$ cat config.mk
export PLATFORM = sky130hd
export DESIGN_NAME = store_path_unit
export DESIGN_NICKNAME = d
export VERILOG_FILES = /design/src/rtl/store_path_unit_pkg.sv /design/src/rtl/store_path_unit_sb_fifo.sv /design/src/rtl/store_path_unit.sv
export SDC_FILE = /design/constraint.sdc
export NUM_CORES = 1
export LEC_CHECK = 0
export ABC_AREA = 1
export BUFFER_PORTS_ARGS = -buffer_cell sky130_fd_sc_hd__clkbuf_2
export CAP_MARGIN = 10
export CORE_MARGIN = 8
export CORE_UTILIZATION = 35
export DETAILED_ROUTE_END_ITERATION = 6
export GPL_ROUTABILITY_DRIVEN = 0
export SLEW_MARGIN = 15
export SYNTH_ARGS = -nofsm -noshare
export SYNTH_HDL_FRONTEND = slang
export SYNTH_HIERARCHICAL = 1
export SYNTH_SLANG_ARGS = --single-unit
$ cat constraint.sdc
create_clock -name cpu_clk_50M -period 5.1 [get_ports cpu_clk_50M]
set_input_delay 0.51 -clock cpu_clk_50M [delete_from_list [all_inputs] [get_ports cpu_clk_50M]]
set_output_delay 0.51 -clock cpu_clk_50M [all_outputs]
set_load 0.02 [all_outputs]
$ cat src/rtl/store_path_unit_pkg.sv
// store_path_unit_pkg: lane masks, size encodings, reset level and FSM states
// shared by the store path.
package store_path_unit_pkg;
    localparam logic        RST_ENABLE     = 1'b0;
    localparam logic [31:0] ZERO_WORD      = 32'h0000_0000;

    localparam logic [3:0]  WSEL_WORD      = 4'b1111;
    localparam logic [3:0]  WSEL_HI_HALF   = 4'b1100;
    localparam logic [3:0]  WSEL_LO_HALF   = 4'b0011;
    localparam logic [3:0]  WSEL_B3        = 4'b1000;
    localparam logic [3:0]  WSEL_B2        = 4'b0100;
    localparam logic [3:0]  WSEL_B1        = 4'b0010;
    localparam logic [3:0]  WSEL_B0        = 4'b0001;

    localparam logic [1:0]  DATA_SIZE_BYTE = 2'd0;
    localparam logic [1:0]  DATA_SIZE_HALF = 2'd1;
    localparam logic [1:0]  DATA_SIZE_WORD = 2'd2;

    typedef enum logic [1:0] {
        SB_IDLE = 2'd0,
        SB_REQ  = 2'd1,
        SB_WAIT = 2'd2
    } sb_state_e;
endpackage

$ cat src/rtl/store_path_unit_sb_fifo.sv
// sb_fifo: generic synchronous FIFO (power-of-two depth) with push/pop,
// full/empty flags and an occupancy count.
module sb_fifo
    import store_path_unit_pkg::*;
#(
    parameter int DEPTH = 2,
    parameter int WIDTH = 8
) (
    input  logic                     clk,
    input  logic                     rst_n,
    input  logic                     push,
    input  logic                     pop,
    input  logic [WIDTH-1:0]         din,
    output logic [WIDTH-1:0]         dout,
    output logic                     full,
    output logic                     empty,
    output logic [$clog2(DEPTH):0]   count
);
    localparam int AW = $clog2(DEPTH);
    localparam int CW = AW + 1;

    logic [WIDTH-1:0] mem_q [DEPTH];
    logic [WIDTH-1:0] mem_d [DEPTH];
    logic [AW-1:0]    wr_ptr_q, wr_ptr_d, rd_ptr_q, rd_ptr_d;
    logic [CW-1:0]    count_q, count_d;
    logic             do_push, do_pop;

    assign full  = count_q == CW'(DEPTH);
    assign empty = count_q == '0;
    assign count = count_q;
    assign dout  = mem_q[rd_ptr_q];

    always_comb begin
        do_push  = push & !full;
        do_pop   = pop & !empty;
        mem_d    = mem_q;
        if (do_push) mem_d[wr_ptr_q] = din;
        wr_ptr_d = wr_ptr_q + AW'(do_push);
        rd_ptr_d = rd_ptr_q + AW'(do_pop);
        count_d  = count_q + CW'(do_push) - CW'(do_pop);
    end

    always_ff @(posedge clk) begin
        mem_q <= mem_d;
        if (rst_n == RST_ENABLE) begin
            wr_ptr_q <= '0;
            rd_ptr_q <= '0;
            count_q  <= '0;
        end else begin
            wr_ptr_q <= wr_ptr_d;
            rd_ptr_q <= rd_ptr_d;
            count_q  <= count_d;
        end
    end
endmodule

$ cat src/rtl/store_path_unit.sv
// store_path_unit: packs committed stores into byte lanes, buffers them and
// drains them over an SRAM-like req/addr_ok/data_ok bus. SB_PERF_CNT_EN adds a stall counter.
module store_path_unit
    import store_path_unit_pkg::*;
#(
    parameter int SB_DEPTH = 2,
    parameter int ADDR_W   = 32
) (
    input  logic              cpu_clk_50M,
    input  logic              cpu_rst_n,
    input  logic              st_valid_i,
    output logic              st_ready_o,
    input  logic [ADDR_W-1:0] st_addr_i,
    input  logic [3:0]        st_wsel_i,
    input  logic [31:0]       st_din_i,
    input  logic              st_device_i,
    output logic              sb_empty_o,
    output logic              sb_err_o,
    output logic              data_req,
    output logic              data_wr,
    output logic [1:0]        data_size,
    output logic [ADDR_W-1:0] data_addr,
    output logic [3:0]        data_wstrb,
    output logic [31:0]       data_wdata,
    input  logic              data_addr_ok,
    input  logic              data_data_ok
`ifdef SB_PERF_CNT_EN
    ,
    output logic [31:0]       sb_stall_cnt_o
`endif
);
    localparam int EW = ADDR_W + 4 + 32 + 2;
    localparam int CW = $clog2(SB_DEPTH) + 1;

    sb_state_e         state_q, state_d;
    logic              err_q, err_d;
    logic              legal, push, pop, full, empty;
    logic [31:0]       wdata;
    logic [1:0]        size;
    logic [CW-1:0]     count;
    logic [EW-1:0]     head;

    // Non-device stores are byte-swapped so loads can undo the same ordering
    always_comb begin
        legal = 1'b1;
        wdata = ZERO_WORD;
        size  = DATA_SIZE_BYTE;
        case (st_wsel_i)
            WSEL_WORD: begin
                wdata = st_device_i ? st_din_i
                      : {st_din_i[7:0], st_din_i[15:8], st_din_i[23:16], st_din_i[31:24]};
                size  = DATA_SIZE_WORD;
            end
            WSEL_HI_HALF: begin
                wdata = {st_din_i[7:0], st_din_i[15:8], 16'h0};
                size  = DATA_SIZE_HALF;
            end
            WSEL_LO_HALF: begin
                wdata = {16'h0, st_din_i[7:0], st_din_i[15:8]};
                size  = DATA_SIZE_HALF;
            end
            WSEL_B3: wdata = {st_din_i[7:0], 24'h0};
            WSEL_B2: wdata = {8'h0, st_din_i[7:0], 16'h0};
            WSEL_B1: wdata = {16'h0, st_din_i[7:0], 8'h0};
            WSEL_B0: wdata = {24'h0, st_din_i[7:0]};
            default: legal = 1'b0;
        endcase
        push  = st_valid_i & st_ready_o & legal;
        err_d = st_valid_i & st_ready_o & !legal;
    end

    sb_fifo #(.DEPTH(SB_DEPTH), .WIDTH(EW)) u_fifo (
        .clk   (cpu_clk_50M),
        .rst_n (cpu_rst_n),
        .push  (push),
        .pop   (pop),
        .din   ({st_addr_i, st_wsel_i, wdata, size}),
        .dout  (head),
        .full  (full),
        .empty (empty),
        .count (count)
    );

    always_comb begin
        state_d = state_q;
        pop     = 1'b0;
        case (state_q)
            SB_IDLE: if (!empty) state_d = SB_REQ;
            SB_REQ: begin
                if (data_addr_ok) begin
                    pop     = data_data_ok;
                    state_d = !data_data_ok ? SB_WAIT : (count > CW'(1)) ? SB_REQ : SB_IDLE;
                end
            end
            SB_WAIT: begin
                if (data_data_ok) begin
                    pop     = 1'b1;
                    state_d = (count > CW'(1)) ? SB_REQ : SB_IDLE;
                end
            end
            default: state_d = SB_IDLE;
        endcase
    end

    always_ff @(posedge cpu_clk_50M) begin
        if (cpu_rst_n == RST_ENABLE) begin
            state_q <= SB_IDLE;
            err_q   <= 1'b0;
        end else begin
            state_q <= state_d;
            err_q   <= err_d;
        end
    end

    assign st_ready_o = !full;
    assign sb_empty_o = empty & (state_q == SB_IDLE);
    assign sb_err_o   = err_q;
    assign data_req   = state_q == SB_REQ;
    assign data_wr    = data_req;
    assign data_addr  = data_req ? head[EW-1 -: ADDR_W] : '0;
    assign data_wstrb = data_req ? head[37:34] : 4'h0;
    assign data_wdata = data_req ? head[33:2] : ZERO_WORD;
    assign data_size  = data_req ? head[1:0] : DATA_SIZE_BYTE;

`ifdef SB_PERF_CNT_EN
    logic [31:0] stall_cnt_q, stall_cnt_d;

    always_comb begin
        stall_cnt_d = (st_valid_i & !st_ready_o & (stall_cnt_q != '1)) ? stall_cnt_q + 32'd1 : stall_cnt_q;
    end

    always_ff @(posedge cpu_clk_50M) begin
        if (cpu_rst_n == RST_ENABLE) stall_cnt_q <= '0;
        else stall_cnt_q <= stall_cnt_d;
    end

    assign sb_stall_cnt_o = stall_cnt_q;
`endif
endmodule

Word-level counts from Yosys, hierarchy flattened

Index checks and enable logic that the tools add are counted.
Widths: inputs -> output; s select.

Shift operators: 0
Magnitude comparators: 4
Multipliers: 0
Bitwise logic cells: 8
Div/mod/pow operators: 0
Muxes and demuxes: 23
$add $sub $neg: 4
Equality and inequality tests: 13
Reduce and logical (&&, ||, !) cells: 9

Operator list:

| operator           | number |
|---|---|
| $mux 70            | 4 |
| $pmux 32 s7        | 1 |
| $bwmux 140         | 1 |
| $mux 32            | 3 |
| $demux 70 s1       | 1 |
| $eq 4x4->1 const B | 3 |
| $mux 2             | 5 |
| $eq 4x2->1 const B | 2 |
| $reduce_or 7->1    | 1 |
| $and 1x1->1        | 6 |
| $pmux 2 s3         | 1 |
| $eq 2x2->1 const B | 2 |
| $eq 4x1->1 const B | 1 |
| $eq 4x3->1 const B | 1 |
| $ge 2x2->1 const B | 2 |
| $logic_not 2->1    | 2 |
| $mux 1             | 4 |
| $mux 4             | 1 |
| $ne 2x2->1 const B | 2 |
| $not 1->2          | 2 |
| $pmux 2 s2         | 1 |
| $logic_not 1->1    | 3 |
| $reduce_and 3->1   | 1 |
| $add 1x1->1        | 2 |
| 9 further kinds    | 9 |

RAM bits: 0
Input port bits: 74
Memories: 0
Register bits after elaboration: 147
Bits in read-only memories: 0
Bits in latches: 0
Logic and storage cells: 68
Output and inout port bits: 75

Longest topological paths before layout

Depth in word-level cells: 7
Depth in mapped cells: 15
Gate-level depth less buffers: 14

Cells and area by module

The synthesis kept the hierarchy.

Modules (own cells, without submodules):

| module          | area an instance (µm²) | cells an instance | instances |
|---|---|---|---|
| sb_fifo         | 5635.4                 | 253               | 1 |
| store_path_unit | 1680.4                 | 364               | 1 |

Worst setup path after synthesis

OpenSTA, ideal clock, no wires.

Kind: input to register
From: input port st_wsel_i[2]
To: register u_fifo/mem_q[0] (netlist name) (enable)
Stages: 7
Arrival: 2847 ps
Data required time: 4664 ps
Slack: 1817 ps
Library setup time: 436 ps
Buffers on the path: 0
Path through: nand2_1 > o21ai_0 > nand2_1 > nor2_1 > o21ai_0 > inv_1 > ha_1

Word-level cells in the longest chain between the ends: 5
Elaborated cells between the ends (all ways): 11
Those cells by class: eq/ne (7); mux (1); bitwise (2); reduce/logical (1)

Ends and longest elaborated chain:

| what                                 | RTL line                      | text |
|---|---|---|
| from (decl)                          | store_path_unit.sv:14         | `input logic [3:0] st_wsel_i,` |
| $eq 4x2->1 (tied with other cells)   | store_path_unit.sv:48         | `case (st_wsel_i)` |
| $reduce_or 7->1 (no source line) (*) | -                             |  |
| $mux 1 (*)                           | store_path_unit.sv:48         |  |
| $and 1x1->1 (*)                      | store_path_unit.sv:68         | `push = st_valid_i & st_ready_o & legal;` |
| named net push                       | store_path_unit.sv:37         | `logic legal, push, pop, full, empty;` |
| $and 1x1->1 (*)                      | store_path_unit_sb_fifo.sv:34 | `do_push = push & !full;` |
| to (signal assigned)                 | store_path_unit_sb_fifo.sv:44 | `mem_q <= mem_d;` |
| to (decl)                            | store_path_unit_sb_fifo.sv:22 | `logic [WIDTH-1:0] mem_q [DEPTH];` |

The timed path passes the listed nets; every way through them passes the cells marked *.
A chain may end at the register's enable or synchronous reset.

Final worst setup path

From: register u_fifo.rd_ptr_q
To: output port data_wdata[26]

Word-level cells in the longest chain between the ends: 5

Ends and longest elaborated chain:

| what                                        | RTL line                      | text |
|---|---|---|
| from (decl)                                 | store_path_unit_sb_fifo.sv:24 | `logic [AW-1:0] wr_ptr_q, wr_ptr_d, rd_ptr_q, rd_ptr_d;` |
| from (signal assigned)                      | store_path_unit_sb_fifo.sv:51 | `rd_ptr_q <= rd_ptr_d;` |
| $not 1->2 (implied by the code)             | store_path_unit_sb_fifo.sv:31 | `assign dout = mem_q[rd_ptr_q];` |
| $mux 70 (implied by the code) (3 in series) | store_path_unit_sb_fifo.sv:31 |  |
| named net head[28]                          | store_path_unit.sv:41         | `logic [EW-1:0] head;` |
| $mux 32                                     | store_path_unit.sv:122        | `assign data_wdata = data_req ? head[33:2] : ZERO_WORD;` |
| to (decl)                                   | store_path_unit.sv:24         | `output logic [31:0] data_wdata,` |

The timed path passes the listed nets, and every way through them passes these cells. The select of a mux whose other input is x is not followed.

==> out/metrics.csv <==
stage;metric;value;unit
power;Leakage Power;4.07;nW
global_route;total track usage;13.0;%
logic_synthesis;Unique masters post-synth;24;
detailed_routing;DRC violation total after the first TritonRoute iteration;336;
timing;period utilisation layout;61.0;%
timing;Hold Vio Cnt, Final;0;
die;Core Rows;53;
logic_synthesis;fraction of the mapped netlist area in adder cells;1.37;%
timing;Max Clock Freq;0.321;GHz
final_layout;final-layout fill cell count;1963;
clock_network;TritonCTS clock tree;yes;
global_route;antenna violations before repair;0;
logic_synthesis;Async SR Flop Fraction;0;%
logic_synthesis;main flop type after synthesis;edfxtp_1;
detailed_routing;number of vias per cell after detailed routing;4.58;
place;Detailed Place HPWL;11600;µm
die;Die Footprint;0.0258;mm²
logic_synthesis;number of flops mapped to enable cells by yosys;140;
logic_synthesis;fraction of synthesized cell area in xor and xnor cells;0;%
global_route;via count of the first global-routing pass;4762;
die;Chip Height;161;µm
clock_network;number of setup buffers added after CTS;0;
logic_synthesis;summed instance area of the synthesized netlist;0.00732;mm²
final_layout;Final Cell Area;0.00878;mm²
worst_hold_path;path category of the worst min-delay check;in2reg;
clock_network;deepest level of the CTS H-tree;4;
critical_path;critical path required time;4.59;ns
power;VDD IR max;193;µV
run_status;run status;complete, no violations;
logic_synthesis;Syn Inst Count;617;
logic_synthesis;share of synthesized area occupied by flip-flops and latches;59.4;%
timing;worst-case headroom to the max-slew limit;30.6;%
logic_synthesis;Syn. warnings;6;
die;CORE AREA;0.0208;mm²
place;post-placement cell count;1016;
critical_path;Max FO, Critical Path;54;
final_layout;commonest cells after routing, fill and taps aside;152 x nand2_1, 148 x clkbuf_2, 140 x edfxtp_1;
detailed_routing;total iterations of the first detailed-routing run;5;
clock_network;CTS max path bufs;2;
clock_network;master cell of the clock root buffer;clkbuf_16;
die;Die Width;161;µm
place;IO buf count;148;
detailed_routing;ANT nets after route;0;
job;number of violations of the max-capacitance limit;0;
logic_synthesis;dominant combinational cell family by area after synthesis;multiplexers;
detailed_routing;number of remaining DRC errors;0;
critical_path;endpoint arrival time on the critical path;2.60;ns
clock_network;number of hold buffers added after cts;0;
logic_synthesis;post-synthesis mux area share;14.3;%
clock_network;clock slew seen by the registers of the worst setup and hold paths;0.05;ns
timing;setup repair after global routing missed its margin;no;
global_route;largest net degree at the start of global routing;71;
die;number of primary I/O pins;149;
critical_path;critical path capture point type;primary output;
logic_synthesis;flop and latch count out of synthesis;147;
place;placed instance area;0.00819;mm²
logic_synthesis;share of synthesized cell area in and, or, nand and nor gates;11.0;%
final_layout;Layout Cells excl Fill;1046;
logic_synthesis;net count after synthesis;699;
timing;Final Max Tran Viols;0;
final_layout;# nets final;842;
detailed_routing;via count;4790;
detailed_routing;drt wl/cell;15.9;µm
final_layout;post-synthesis to final-layout area growth;20.1;%
timing;crit path time final;3.11;ns
timing;setup clock skew after layout;0.00456;ns
global_route;wire length of the first global-routing pass;25900;µm
timing;Total Negative Setup Slacks;0;ns
logic_synthesis;Synth Area per Inst;11.9;µm²
clock_network;total clock sinks;147;
power;Power, Total;3.55;mW
detailed_routing;Total Wirelength;16700;µm
logic_synthesis;compound-cell area share of the yosys netlist;4.79;%
die;initial core utilization;35.2;%
final_layout;Antenna diodes;0;
global_route;final global-route overflow total;0;
clock_network;cells resized by post-CTS repair;0;
critical_path;critical path class;reg2out;
power;power per cell area;404;mW/mm²
timing;Setup Viol. Count Final;0;
critical_path;kind of start point of the critical path;flop;
clock_network;clock latency of the later-clocked register in the worst-skew pair;0.41;ns
final_layout;area taken by flip-flops and latches;0.00435;mm²
final_layout;most frequent standard cell in the layout excluding fill and tap cells;nand2_1;
final_layout;Multi-input gate area;0.00233;mm²
timing;measured slew at the worst slew-check pin;1.04;ns
clock_network;cts bufs inserted;17;
final_layout;layout cells sized above 1;34.0;%
[stage by stage]
| stage | hold WS, ns | setup WS [ns] | util (%) |
|---|---|---|---|
| floorplan | 0.533 | 1.82 | - |
| global placement | 0.597 | 2.23 | 39.5 |
| detailed placement | 0.595 | 2.20 | 39.5 |
| CTS | 0.265 | 1.92 | 42.3 |
| global route | 0.273 | 1.82 | 42.3 |
| finish | 0.291 | 1.99 | 42.3 |
[metal layers]
metal  GRT usage [%]  up-vias  share of wire, %
li1                -     2347                 -
met1            16.6     2221                44
met2            20.4      204                45
met3            4.35       18               9.2
met4            4.04        0               1.3
met5               0        -                 0
[final timing paths]
path                   start                end  slack (ns)  cells past startpoint
min             st_addr_i[1]  u_fifo/mem_q[109]        0.29                      1
max          u_fifo/rd_ptr_q     data_wdata[26]        1.99                      5
max reg2reg       state_q[1]    u_fifo/count[1]        2.52                     14
min reg2reg       state_q[1]         state_q[1]        0.60                      4
[synth_stat cells, types with 5 or more instances]
library cell	n	area (µm²)
buf_12	7	140
buf_2	13	65.1
dfxtp_1	7	140
edfxtp_1	140	4200
ha_1	8	100
inv_1	107	402
mux2_4	68	1020
nand2_1	152	571
nand3_1	22	110
nor2_1	18	67.6
nor2_2	5	31.3
o211ai_1	25	188
o21ai_0	18	90.1
o22ai_1	6	37.5
[power breakdown]
part	total [mW]	internal, mW	switching, mW	leakage, nW
registers	1.43	1.40	0.0301	1.36
logic	0.862	0.280	0.582	2.42
clock network	1.25	0.808	0.445	0.286
total	3.55	2.49	1.06	4.07
[worst max-delay path: stages (launching register included)]
cell and delay [ns]:
dfxtp_4 1.03, buf_4 0.49, mux2_4 0.35, nand2_1 0.09
inv_1 0.05, clkbuf_2 0.15
[sequential cells by signal, indices dropped and copies added (netlist names)]
signal and count:
sb_err_o 1, state_q 2, u_fifo/count 2, u_fifo/mem_q 140, u_fifo/rd_ptr_q 1, u_fifo/wr_ptr_q 1
[cells by family (layout without fill, tap and decap cells)]
kind of cell | Yosys count | count (layout)
muxes | 70 | 70
and+or+nand+nor | 200 | 200
AOI/OAI and AO/OA | 56 | 56
buffers and inverters | 136 | 290
DFF | 147 | 147
adders and majority gates | 8 | 8
[cell type report]
type                            instances  area share (%)
Sequential cell                       147            49.5
Multi-Input combinational cell        334            26.5
Timing Repair Buffer                  150            8.60
Clock buffer                           19            4.93
Inverter                              110            4.70
Tap cell                              275            3.92
Clock inverter                         11            1.85
Power figures use the tool's default switching activity.
